<file path="src/rtl/grf_hazard_scoreboard_pkg.sv">
// Shared constants for the D-stage hazard scoreboard and its MDU busy timer.
package grf_hazard_scoreboard_pkg;

  typedef enum logic [1:0] {
    TUSE_D    = 2'd0,
    TUSE_E    = 2'd1,
    TUSE_M    = 2'd2,
    TUSE_NONE = 2'd3
  } tuse_e;

  localparam int unsigned TNEW_LINK = 0;
  localparam int unsigned TNEW_ALU  = 1;
  localparam int unsigned TNEW_LOAD = 2;

  localparam int unsigned MULT_CYCLES_DEF = 5;
  localparam int unsigned DIV_CYCLES_DEF  = 10;

endpackage

</file>
<file path="src/rtl/grf_hazard_scoreboard_if.sv">
// D-stage request bundle into the scoreboard plus its stall/busy replies.
interface grf_hazard_scoreboard_if #(
  parameter int unsigned TNEW_W = 2
);
  logic              D_valid;
  logic [4:0]        D_rs;
  logic [4:0]        D_rt;
  logic [1:0]        D_rs_tuse;
  logic [1:0]        D_rt_tuse;
  logic              D_wr_en;
  logic [4:0]        D_wr_reg;
  logic [TNEW_W-1:0] D_wr_lat;
  logic              D_md_start;
  logic              D_md_is_div;
  logic              D_md_use;
  logic              stall;
  logic              md_busy;

  modport master (
    output D_valid, D_rs, D_rt, D_rs_tuse, D_rt_tuse, D_wr_en, D_wr_reg,
           D_wr_lat, D_md_start, D_md_is_div, D_md_use,
    input  stall, md_busy
  );

  modport slave (
    input  D_valid, D_rs, D_rt, D_rs_tuse, D_rt_tuse, D_wr_en, D_wr_reg,
           D_wr_lat, D_md_start, D_md_is_div, D_md_use,
    output stall, md_busy
  );
endinterface

</file>
<file path="src/rtl/grf_hazard_mdu_timer.sv">
// Busy-cycle counter for the multi-cycle multiply/divide unit.
module grf_hazard_mdu_timer
  import grf_hazard_scoreboard_pkg::*;
#(
  parameter int unsigned MULT_CYCLES = MULT_CYCLES_DEF,
  parameter int unsigned DIV_CYCLES  = DIV_CYCLES_DEF
) (
  input  logic clk,
  input  logic reset,
  input  logic start,
  input  logic isDiv,
  output logic busy
);
  localparam int unsigned MAX_CYCLES = (DIV_CYCLES > MULT_CYCLES) ? DIV_CYCLES : MULT_CYCLES;
  localparam int unsigned CNT_W      = $clog2(MAX_CYCLES + 1);

  logic [CNT_W-1:0] mdCnt;

  always_ff @(posedge clk or negedge reset) begin
    if (!reset) begin
      mdCnt <= '0;
    end else if (start) begin
      mdCnt <= isDiv ? CNT_W'(DIV_CYCLES) : CNT_W'(MULT_CYCLES);
    end else if (mdCnt != '0) begin
      mdCnt <= mdCnt - CNT_W'(1);
    end
  end

  assign busy = (mdCnt != '0);

endmodule

</file>
<file path="src/rtl/grf_hazard_scoreboard.sv">
// D-stage hazard controller: per-register forwardability scoreboard plus MDU busy
// tracking, producing a single stall for the F/D enable and E flush logic.
module grf_hazard_scoreboard
  import grf_hazard_scoreboard_pkg::*;
#(
  parameter int unsigned MULT_CYCLES = MULT_CYCLES_DEF,
  parameter int unsigned DIV_CYCLES  = DIV_CYCLES_DEF,
  parameter int unsigned TNEW_W      = 2
) (
  input  logic                    clk,
  input  logic                    reset,
  grf_hazard_scoreboard_if.slave  bus
);
  localparam int unsigned CMP_W = (TNEW_W > 2) ? TNEW_W : 2;

  logic [TNEW_W-1:0] pend [32];
  tuse_e             rsUse;
  tuse_e             rtUse;
  logic              rsHaz;
  logic              rtHaz;
  logic              mdHaz;
  logic              mdBusy;
  logic              stallInt;
  logic              issue;

  // pend[0] is never loaded, so reads of $0 always see "ready".
  always_comb begin
    rsUse    = tuse_e'(bus.D_rs_tuse);
    rtUse    = tuse_e'(bus.D_rt_tuse);
    rsHaz    = (bus.D_rs != 5'd0) && (rsUse != TUSE_NONE) &&
               (CMP_W'(pend[bus.D_rs]) > CMP_W'(rsUse));
    rtHaz    = (bus.D_rt != 5'd0) && (rtUse != TUSE_NONE) &&
               (CMP_W'(pend[bus.D_rt]) > CMP_W'(rtUse));
    mdHaz    = bus.D_md_use && mdBusy;
    stallInt = bus.D_valid && (rsHaz || rtHaz || mdHaz);
    issue    = bus.D_valid && !stallInt;
  end

  always_ff @(posedge clk or negedge reset) begin
    if (!reset) begin
      for (int unsigned r = 0; r < 32; r++) begin
        pend[r] <= '0;
      end
    end else begin
      for (int unsigned r = 0; r < 32; r++) begin
        if (issue && bus.D_wr_en && (bus.D_wr_reg == 5'(r)) && (r != 0)) begin
          pend[r] <= bus.D_wr_lat;
        end else if (pend[r] != '0) begin
          pend[r] <= pend[r] - TNEW_W'(1);
        end
      end
    end
  end

  grf_hazard_mdu_timer #(
    .MULT_CYCLES (MULT_CYCLES),
    .DIV_CYCLES  (DIV_CYCLES)
  ) u_mdu_timer (
    .clk   (clk),
    .reset (reset),
    .start (issue && bus.D_md_start),
    .isDiv (bus.D_md_is_div),
    .busy  (mdBusy)
  );

  assign bus.stall   = stallInt;
  assign bus.md_busy = mdBusy;

endmodule

</file>
<file path="src/flat_wrapper.sv">
// flat-port wrapper written by rule: the top's interface ports become plain ports
module grf_hazard_scoreboard_flat import grf_hazard_scoreboard_pkg::*;
#(
  parameter int unsigned MULT_CYCLES = MULT_CYCLES_DEF,
  parameter int unsigned DIV_CYCLES  = DIV_CYCLES_DEF,
  parameter int unsigned TNEW_W      = 2
)
  (clk, reset, bus_D_valid, bus_D_rs, bus_D_rt, bus_D_rs_tuse, bus_D_rt_tuse, bus_D_wr_en, bus_D_wr_reg, bus_D_wr_lat, bus_D_md_start, bus_D_md_is_div, bus_D_md_use, bus_stall, bus_md_busy);
  grf_hazard_scoreboard_if #(.TNEW_W(TNEW_W)) bus_i ();
  input  logic clk;
  input  logic reset;
  input wire logic [$bits(bus_i.D_valid)-1:0] bus_D_valid;
  input wire logic [$bits(bus_i.D_rs)-1:0] bus_D_rs;
  input wire logic [$bits(bus_i.D_rt)-1:0] bus_D_rt;
  input wire logic [$bits(bus_i.D_rs_tuse)-1:0] bus_D_rs_tuse;
  input wire logic [$bits(bus_i.D_rt_tuse)-1:0] bus_D_rt_tuse;
  input wire logic [$bits(bus_i.D_wr_en)-1:0] bus_D_wr_en;
  input wire logic [$bits(bus_i.D_wr_reg)-1:0] bus_D_wr_reg;
  input wire logic [$bits(bus_i.D_wr_lat)-1:0] bus_D_wr_lat;
  input wire logic [$bits(bus_i.D_md_start)-1:0] bus_D_md_start;
  input wire logic [$bits(bus_i.D_md_is_div)-1:0] bus_D_md_is_div;
  input wire logic [$bits(bus_i.D_md_use)-1:0] bus_D_md_use;
  output wire logic [$bits(bus_i.stall)-1:0] bus_stall;
  output wire logic [$bits(bus_i.md_busy)-1:0] bus_md_busy;
  assign bus_i.D_valid = bus_D_valid;
  assign bus_i.D_rs = bus_D_rs;
  assign bus_i.D_rt = bus_D_rt;
  assign bus_i.D_rs_tuse = bus_D_rs_tuse;
  assign bus_i.D_rt_tuse = bus_D_rt_tuse;
  assign bus_i.D_wr_en = bus_D_wr_en;
  assign bus_i.D_wr_reg = bus_D_wr_reg;
  assign bus_i.D_wr_lat = bus_D_wr_lat;
  assign bus_i.D_md_start = bus_D_md_start;
  assign bus_i.D_md_is_div = bus_D_md_is_div;
  assign bus_i.D_md_use = bus_D_md_use;
  assign bus_stall = bus_i.stall;
  assign bus_md_busy = bus_i.md_busy;
  grf_hazard_scoreboard #(.MULT_CYCLES(MULT_CYCLES), .DIV_CYCLES(DIV_CYCLES), .TNEW_W(TNEW_W)) u_core (.clk(clk), .reset(reset), .bus(bus_i));
endmodule
</file>
<file path="config.mk">
export PLATFORM = sky130hd
export DESIGN_NAME = grf_hazard_scoreboard_flat
export DESIGN_NICKNAME = d
export VERILOG_FILES = /design/src/rtl/grf_hazard_scoreboard_pkg.sv /design/src/rtl/grf_hazard_scoreboard_if.sv /design/src/rtl/grf_hazard_mdu_timer.sv /design/src/rtl/grf_hazard_scoreboard.sv /design/src/flat_wrapper.sv
export SDC_FILE = /design/constraint.sdc
export NUM_CORES = 1
export LEC_CHECK = 0
export ABC_CLOCK_PERIOD_IN_PS = 7000
export CAP_MARGIN = 20
export CORE_ASPECT_RATIO = 1.25
export CORE_MARGIN = 1
export CORE_UTILIZATION = 35
export CTS_CLUSTER_DIAMETER = 80
export DETAILED_ROUTE_END_ITERATION = 16
export GPL_ROUTABILITY_DRIVEN = 0
export SLEW_MARGIN = 5
export SYNTH_ARGS = -nofsm -noshare
export SYNTH_HDL_FRONTEND = slang
export SYNTH_HIERARCHICAL = 1
export SYNTH_SLANG_ARGS = --single-unit
</file>
<file path="constraint.sdc">
create_clock -name clk -period 7 [get_ports clk]
set_clock_uncertainty 0.15 [all_clocks]
set_input_delay 1.75 -clock clk [delete_from_list [all_inputs] [get_ports clk]]
set_output_delay 1.75 -clock clk [all_outputs]
set_load 0.02 [all_outputs]
</file>
==> metrics.yaml, run 1 <==
status: "finished clean"
cts_resized: 0
vias: 4177
antenna_found_initial: 0
cp.required_ns: 5.10
ir_drop_mv: 0.1376
syn_area_sq_mm: 0.005659
finalWirelength_mm: 14.72
yosys.area_share.simple_pct: 15.12
crit_arrival_ns: 4.57
syn_avg_cell_area_sq_um: 10.70
initial_utilization_pct: 36.05
drc: 0
synth_top_family_by_area: "multiplexers"
synth-xor-area-share_pct: 5.262
clk_latency_ns: 0.34
slew_viol_final: 0
synth.top_cell.area_share_pct: 30.07
fin_nets: 623
cts_root_buffer: "clkbuf_16"
muxShareOfSynthArea_pct: 27.26
seqCellArea_sq_mm: 0.001702
max_cap_viol_count: 0
finalHoldViolCount: 0
rsz0062_at_grt: "false"
multi_input_area_sq_mm: 0.003546
globalRouteTotalUtil_pct: 19.07
post-cts-setup-buffer-count: 0
fp.coreArea_sq_mm: 0.01570
clk_path_buf_depth: 2
async_flop_share_pct: 100.0
fin_cells: 774
wl_per_cell_um: 19.02
synth-seq-area-share_pct: 30.07
layout_min_cycle_time_ns: 6.470
synthToLayoutAreaGrowth_pct: 14.92
powerDensity_mw_per_mm2: 426.3
final_common_cell: "inv_1"
cts.reportedPaths.clkPinSlew_ns: 0.06
synth-warning-count: 6
hpwl_mm: 10.80
worstSetupEndpointType: "output pin"
yosysTopAreaCell: "dfrtp_1"
finalCritPeriodShare_pct: 92.43
pre_cts_slack_ns: 0.1615
dominantRegCellSynth: "dfrtp_1"
synth_area_leaders: "dfrtp_1 (30%), mux2_2 (13%), mux2i_1 (9.6%), ha_1 (8.4%), nor4_2 (6.0%)"
fin_tns_setup_ns: 0
p_leak_nw: 2.704
cts_buffers: 9
final_layout_size_suffix_gt1_share_pct: 26.16
n_antenna_cell: 0
cts_tree: "yes"
worst-path-max-fanout: 15
grt_pass1_wl_mm: 23.57
drt-vias-per-instance: 5.397
io_pins: 30
grt_pass1_vias: 4445
fillers: 1520
tightest_slew_ns: 0.9315
syn-num-nets: 595
ys_types: 45
die_h_um: 144.2
holdWs_ns: 0.3709
finalPower_mw: 2.772
port-buffer-count: 29
worstSetupStartpointType: "input port"
dieArea_sq_mm: 0.01668
cts_max_level: 3
ys_ff_latch: 68
std_cell_rows: 51
syn_inst: 529
synth_edf_count: 0
cts_hold_buffers: 0
hold_path_class: "reg2reg"
die_w_um: 115.7
overflow: 0
synth-adder-area-share_pct: 8.402
first_pass_iters: 5
grt_start_max_net_pins: 69
timing.fmax_ghz: 0.1546
ant_nets: 0
dp.cells: 758
path_class: "in2out"
layout_common_cells: "inv_1 (69), dfrtp_1 (68), mux2_2 (64), mux2i_1 (54), ha_1 (38)"
fin_ws_ns: 0.5297
synth_compound_area_share_pct: 6.456
cts_sinks: 68
setup_viol: 0
drt_iter0_drc: 270
slew_headroom_pct: 37.90
-- per-stage QoR --
| step | instance area, sq um | util, % |
|---|---|---|
| 2_1_floorplan | 5659 | - |
| 3_3_place_gp | 6196 | 39.47 |
| 3_5_place_dp | 6196 | 39.47 |
| 4_1_cts | 6500 | 41.41 |
| 5_1_grt | 6504 | 41.43 |
| 6_report | 6504 | 41.43 |
-- final timing paths --
| kind | startpoint | slack (ns) | depth (start not counted) | end |
|---|---|---|---|---|
| setup / recovery | bus_D_rs[1] | 0.53 | 14 | bus_stall |
| hold / removal | u_core/pend[62]$_DFFE_PN0P_ | 0.37 | 1 | u_core/pend[62]$_DFFE_PN0P_ |
| setup reg to reg | u_core/pend[61]$_DFFE_PN0P_ | 3.42 | 12 | u_core/pend[2]$_DFFE_PN0P_ |
| hold reg to reg | u_core/pend[62]$_DFFE_PN0P_ | 0.37 | 1 | u_core/pend[62]$_DFFE_PN0P_ |
| max in group asynchronous | reset | 4.60 | 2 | u_core/pend[5]$_DFFE_PN0P_ |
| min in group asynchronous | reset | 1.45 | 2 | u_core/pend[3]$_DFFE_PN0P_ |
-- synth_stat cells (2+ instances only) --
cell type and instances:
mux2i_1 54, dfrtp_1 68, inv_1 69, buf_4 2, mux4_2 12, nand4b_1 4
nor4_1 2, o21ai_4 2, a22oi_1 20, mux2_2 64, o21a_1 2, and4b_1 2
nor4_2 27, nor3_1 2, and2b_1 2, o21ai_0 20, buf_2 9, buf_6 5
ha_1 38, nor2_1 7, nor3b_1 2, nor2b_1 4, nand4_1 4, nand3b_1 8
nand3_1 9, clkbuf_1 12, xnor2_1 34, a31oi_1 4, and3_1 2, nand2_1 22
o21ai_1 2, nor4_4 2
-- routing by layer --
| metal | GRT usage [%] | vias up | routed length (um) |
|---|---|---|---|
| met2 | 34.19 | 93 | 7824 |
| li1 | - | 1955 | - |
| met5 | 0 | - | 0 |
| met1 | 21.68 | 2095 | 5865 |
| met3 | 2.850 | 34 | 475 |
| met4 | 10.12 | 0 | 557 |
-- critical path, cell delays in order --
cell and delay [ns]:
clkdlybuf4s50_1 0.57, buf_12 0.19, mux4_2 0.51, nand2_1 0.08, o21ai_0 0.07, nor2_1 0.11, a31oi_1 0.05, ha_1 0.31
a22oi_1 0.21, o21ai_1 0.14, a21oi_4 0.14, nor2_1 0.08, nor2b_1 0.11, dlymetal6s2s_1 0.23
-- area by class of cell --
cell class / count / share of cell area [%]
Clock buffer: 12 / 3.944
Clock inverter: 4 / 0.7311
Inverter: 69 / 3.982
Multi-Input combinational cell: 364 / 54.52
Sequential cell: 68 / 26.16
Tap cell: 212 / 4.078
Timing Repair Buffer: 45 / 6.579
-- logic make-up (layout without fill, tap and decap cells) --
group / count (synthesis) / in the layout
multiplexers: 131 / 131
XOR/XNOR: 34 / 34
adder cells (fa/ha/maj): 38 / 38
flip-flops: 68 / 68
AND/OR/NAND/NOR: 107 / 107
buffers and inverters: 97 / 130
AO/OA/AOI/OAI: 54 / 54
-- state kept, by name, indices dropped and copies added, names as in the netlist --
register	flops
u_core/pend	64
u_core/u_mdu_timer/mdCnt	4
-- report_power, final --
group	internal [mW]	switching, mW
clock	0.294	0.174
combinational	0.804	0.649
sequential	0.614	0.237
total	1.71	1.06
(Power assumes the default switching activity.)
==> inputs of run 2 (changes only) <==
--- a/config.mk
+++ b/config.mk
@@ -9,10 +9,11 @@
 export CAP_MARGIN = 20
 export CORE_ASPECT_RATIO = 1.25
 export CORE_MARGIN = 1
-export CORE_UTILIZATION = 35
+export CORE_UTILIZATION = 50
 export CTS_CLUSTER_DIAMETER = 80
 export DETAILED_ROUTE_END_ITERATION = 16
 export GPL_ROUTABILITY_DRIVEN = 0
+export PLACE_DENSITY = 0.68
 export SLEW_MARGIN = 5
 export SYNTH_ARGS = -nofsm -noshare
 export SYNTH_HDL_FRONTEND = slang
==> metrics.yaml, run 2 (same netlist as run 1, synthesis figures left out) <==
cts_max_level: 3  # unchanged
hpwl_mm: 10.15  # -6.0%
postLayoutCellArea_sq_mm: 0.006376  # -2.0%
globalRouteTotalUtil_pct: 25.16  # +6.1 points
cpPeakStageDelay_ns: 0.60  # +0.03 ns
crit_family: "buffers and inverters"
tightest_slew_ns: 0.9153  # -0.01621 ns
ant_nets: 0  # unchanged
hold_path_class: "reg2reg"
overflow: 0  # unchanged
post-cts-setup-buffer-count: 0  # unchanged
cp.required_ns: 5.10  # about the same
finalHoldViolCount: 0  # unchanged
p_leak_nw: 2.673  # -1.1%
rsz0062_at_grt: "false"
fin_ws_ns: 0.1849  # -0.3447 ns
grt_pass1_vias: 4410  # -0.79%
fp.coreArea_sq_mm: 0.01108  # -29%
wl_per_cell_um: 20.28  # +6.6%
pre_cts_slack_ns: 0.1919  # +0.03042 ns
status: "finished clean"
cp-startpoint: "bus_D_rs[1]"
die_w_um: 97.16  # -16%
antenna_found_initial: 0  # unchanged
finalCritPeriodShare_pct: 97.36  # +4.9 points
finalWirelength_mm: 14.05  # -4.5%
std_cell_rows: 43  # -16%
reg_top3: "u_core/pend (64), u_core/u_mdu_timer/mdCnt (4)"
cts_tree: "yes"
ir_drop_mv: 0.1603  # +16%
fin_nets: 620  # -0.48%
layout_min_cycle_time_ns: 6.815  # +0.3447 ns
final_layout_size_suffix_gt1_share_pct: 25.27  # -0.89 points
dieArea_sq_mm: 0.01175  # -30%
postPlaceCellArea_sq_mm: 0.006090  # -1.7%
cp_slowest_cell: "clkdlybuf4s50_1"
first_pass_iters: 5  # unchanged
initial_utilization_pct: 51.06  # +15 points
drt-vias-per-instance: 6.091  # +13%
hp-start: "u_core/pend[62]$_DFFE_PN0P_"
largest_reg_flops: 64  # unchanged
finalPower_mw: 2.758  # -0.53%
final_util_pct: 57.53  # +16 points
worstSetupStartpointType: "input port"
setup_viol: 0  # unchanged
clk_path_buf_depth: 2  # unchanged
vias: 4221  # +1.1%
max_flop_register: "u_core/pend"
port-buffer-count: 29  # unchanged
grt_pass1_wl_mm: 22.71  # -3.7%
timing.rr.start: "u_core/pend[53]$_DFFE_PN0P_"
layout_common_cells: "inv_1 (69), dfrtp_1 (68), mux2_2 (64), mux2i_1 (54), ha_1 (38)"
worstSetupEndpointType: "output pin"
powerDensity_mw_per_mm2: 432.5  # +1.5%
timing.fmax_ghz: 0.1467  # -5.1%
slew_viol_final: 0  # unchanged
cts_sinks: 68  # unchanged
cts_root_buffer: "clkbuf_16"
fin_tns_setup_ns: 0  # unchanged
fin_cells: 693  # -10%
crit_chain: "clkdlybuf4s50_1 > buf_12 > mux4_2 > nand2_1 > o21ai_0 > nor2_1 > a31oi_1 > ha_1 > a22oi_1 > o21ai_1 > a21oi_4 > nor2_1 > nor2b_1 > clkdlybuf4s50_1"
fillers: 939  # -38%
die_h_um: 120.9  # -16%
max_cap_viol_count: 0  # unchanged
io_pins: 30  # unchanged
cts.reportedPaths.clkPinSlew_ns: 0.05  # about the same
grt_start_max_net_pins: 69  # unchanged
n_antenna_cell: 0  # unchanged
dp.cells: 678  # -11%
drt_iter0_drc: 254  # -5.9%
path_buf_inv: 3  # unchanged
path_class: "in2out"
crit_arrival_ns: 4.92  # +0.35 ns
synthToLayoutAreaGrowth_pct: 12.67
clk_latency_ns: 0.34  # about the same
drc: 0  # unchanged
worst-path-max-fanout: 15  # unchanged
slew_headroom_pct: 38.98  # +1.1 points
final_common_cell: "inv_1"
holdWs_ns: 0.3631  # -0.007829 ns
cts_buffers: 9  # unchanged
-- run 2: cell types whose count changed in the layout (fill, tap and decap cells not counted) --
cell,delta
buf_12,+1
buf_4,-4
clkbuf_1,+2
clkbuf_8,-1
clkdlybuf4s50_1,+1
clkinv_2,-1
clkinvlp_4,-1
dlymetal6s2s_1,-1
-- run 2: worst paths after layout --
check | end | slack (ns) | depth (start not counted)
hold / removal | u_core/pend[62]$_DFFE_PN0P_ | 0.36 | 1
min in group asynchronous | u_core/pend[55]$_DFFE_PN0P_ | 1.47 | 2
setup reg to reg | u_core/pend[49]$_DFFE_PN0P_ | 3.45 | 12
max in group asynchronous | u_core/pend[57]$_DFFE_PN0P_ | 4.61 | 2
hold reg to reg | u_core/pend[62]$_DFFE_PN0P_ | 0.36 | 1
setup / recovery | bus_stall | 0.18 | 14
-- run 2: final cells by class --
| cell class | instances | area (sq um) | area share [%] |
|---|---|---|---|
| inverter | 69 | 259.0 | 4.062 |
| timing repair buffer | 42 | 415.4 | 6.515 |
| multi-input combinational | 364 | 3546 | 55.61 |
| tap | 135 | 168.9 | 2.649 |
| clock inverter | 2 | 35.03 | 0.5495 |
| sequential | 68 | 1702 | 26.69 |
| clock buffer | 13 | 250.2 | 3.925 |
-- run 2: layer usage --
| metal | track usage [%] | share of wire (%) | vias up |
|---|---|---|---|
| met1 | 30.32 | 41 | 2099 |
| met4 | 13.81 | 4.4 | 0 |
| met5 | 0 | 0 | - |
| met3 | 3.859 | 4.7 | 39 |
| met2 | 43.09 | 50 | 137 |
| li1 | - | - | 1946 |
-- run 2: what timing repair did --
action	4_1_cts	5_1_grt
gates resized for setup	0	1
hold buffers	0	0
setup endpoints to repair	0	1
-- run 2: power breakdown --
part	internal, mW	switching, mW
logic	0.806	0.649
clock network	0.283	0.165
registers	0.614	0.240
total	1.70	1.05
==> inputs of run 3 (changes only) <==
--- a/config.mk
+++ b/config.mk
@@ -14,6 +14,7 @@
 export DETAILED_ROUTE_END_ITERATION = 16
 export GPL_ROUTABILITY_DRIVEN = 0
 export PLACE_DENSITY = 0.68
+export SETUP_SLACK_MARGIN = 0.15
 export SLEW_MARGIN = 5
 export SYNTH_ARGS = -nofsm -noshare
 export SYNTH_HDL_FRONTEND = slang
==> metrics.yaml, run 3 (same netlist as run 1, synthesis figures left out) <==
grt_pass1_vias: 4410  # unchanged
reg2reg_setup_slack_ns: 3.44  # about the same
vias: 4250  # +0.69%
p_sw_share_pct: 38.26  # about the same
post-cts-setup-buffer-count: 0  # unchanged
ant_nets: 0  # unchanged
crit_path_frequent_cell: "nor2_1"
cpPeakStageDelay_ns: 0.57  # -0.03 ns
rsz0062_at_grt: "false"
layout_common_cells: "inv_1 (69), dfrtp_1 (68), mux2_2 (64), mux2i_1 (54), ha_1 (38)"
grt_start_max_net_pins: 69  # unchanged
postLayoutCellArea_sq_mm: 0.006379  # about the same
initial_utilization_pct: 51.06  # unchanged
drt-vias-per-instance: 6.133  # +0.69%
slew_headroom_pct: 38.92  # -0.062 points
dp.cells: 678  # unchanged
cts_tree: "yes"
hold_path_class: "reg2reg"
cts.reportedPaths.clkPinSlew_ns: 0.05  # about the same
finalCritPeriodShare_pct: 91.87  # -5.5 points
final_layout_size_suffix_gt1_share_pct: 25.27  # unchanged
path_buf_inv: 3  # unchanged
synthToLayoutAreaGrowth_pct: 12.71  # about the same
finalHoldViolCount: 0  # unchanged
worstSetupEndpointType: "output pin"
max_cap_viol_count: 0  # unchanged
die_h_um: 120.9  # unchanged
fillers: 938  # -0.11%
slew_viol_final: 0  # unchanged
crit_chain: "clkdlybuf4s50_1 > buf_12 > mux4_2 > nand2_1 > o21ai_0 > nor2_1 > a31oi_1 > ha_1 > a22oi_1 > o21ai_1 > a21oi_4 > nor2_1 > nor2b_1 > dlymetal6s2s_1"
setup_viol: 0  # unchanged
crit_family: "buffers and inverters"
grt_pass1_wl_mm: 22.71  # unchanged
wl_per_cell_um: 20.34  # +0.28%
holdWs_ns: 0.3609  # -0.002186 ns
reg_top3: "u_core/pend (64), u_core/u_mdu_timer/mdCnt (4)"
fin_tns_setup_ns: 0  # unchanged
worst-path-max-fanout: 15  # unchanged
port-buffer-count: 29  # unchanged
cts_root_buffer: "clkbuf_16"
sequentialPowerShare_pct: 30.9  # about the same
postPlaceCellArea_sq_mm: 0.006090  # unchanged
cts_sinks: 68  # unchanged
cp_slowest_cell: "clkdlybuf4s50_1"
fp.coreArea_sq_mm: 0.01108  # unchanged
cts_buffers: 9  # unchanged
status: "finished clean"
finalWirelength_mm: 14.09  # +0.28%
max_flop_register: "u_core/pend"
fin_cells: 693  # unchanged
p_comb_share_pct: 52.8  # about the same
drc: 0  # unchanged
worstSetupStartpointType: "input port"
internal_power_mw: 1.703  # about the same
largest_reg_flops: 64  # unchanged
fin_nets: 620  # unchanged
cp.required_ns: 5.10  # about the same
die_w_um: 97.16  # unchanged
globalRouteTotalUtil_pct: 25.16  # unchanged
drt_iter0_drc: 243  # -4.3%
timing.fmax_ghz: 0.1555  # +6.0%
overflow: 0  # unchanged
p_switching_mw: 1.056  # +0.12%
hpwl_mm: 10.15  # unchanged
p_leak_nw: 2.685  # +0.44%
final_util_pct: 57.55  # about the same
layout_min_cycle_time_ns: 6.431  # -0.3838 ns
clk_path_buf_depth: 2  # unchanged
powerDensity_mw_per_mm2: 432.5  # about the same
final_common_cell: "inv_1"
first_pass_iters: 5  # unchanged
clkPwrFrac_pct: 16.3  # about the same
n_antenna_cell: 0  # unchanged
dieArea_sq_mm: 0.01175  # unchanged
crit_arrival_ns: 4.53  # -0.39 ns
cts_max_level: 3  # unchanged
tightest_slew_ns: 0.9162  # +0.0009319 ns
clk_latency_ns: 0.34  # about the same
io_pins: 30  # unchanged
path_class: "in2out"
ir_drop_mv: 0.1597  # -0.37%
antenna_found_initial: 0  # unchanged
std_cell_rows: 43  # unchanged
## run 3: power groups by stage
stage / combinational [mW] / sequential (mW) / clock [mW]
after floorplan: 1.21 / 0.763 / 0
after global placement: 1.36 / 0.846 / 0
after detailed placement: 1.45 / 0.854 / 0
after CTS: 1.47 / 0.848 / 0.461
after global routing: 1.62 / 0.876 / 0.474
final: 1.46 / 0.854 / 0.449
## run 3: per-layer routing
metal,vias to the layer above,wire (um),track usage (%)
met5,-,0,0
met3,38,644,3.859
met1,2134,5763,30.32
met4,0,575,13.81
met2,131,7109,43.09
li1,1947,-,-
## run 3: cell type report
class                      instances  area [sq um]  share of cell area, %
multi-input combinational        364          3546                  55.59
sequential                        68          1702                  26.68
clock inverter                     2         35.03                 0.5492
tap                              135         168.9                  2.648
inverter                          69         259.0                  4.060
clock buffer                      13         250.2                  3.923
timing repair buffer              42         417.9                  6.552
## run 3: stage by stage
stage	setup slack, ns	total power, mW
4_1_cts	0.1752	2.776
6_report	0.5688	2.759
2_1_floorplan	0.8033	1.973
3_5_place_dp	0.1919	2.305
3_3_place_gp	0.2125	2.206
5_1_grt	0.3980	2.975
## run 3: final timing paths
kind / to / from / cells after the start
setup / recovery: bus_stall / bus_D_rs[1] / 14
hold / removal: u_core/pend[62]$_DFFE_PN0P_ / u_core/pend[62]$_DFFE_PN0P_ / 1
setup reg to reg: u_core/pend[49]$_DFFE_PN0P_ / u_core/pend[61]$_DFFE_PN0P_ / 12
hold reg to reg: u_core/pend[62]$_DFFE_PN0P_ / u_core/pend[62]$_DFFE_PN0P_ / 1
max in group asynchronous: u_core/pend[57]$_DFFE_PN0P_ / reset / 2
min in group asynchronous: u_core/pend[55]$_DFFE_PN0P_ / reset / 2
## run 3: what timing repair did
action                                  4_1_cts  5_1_grt
endpoints found under the setup margin        0        1
hold buffers                                  0        0
resized for setup                             0        2
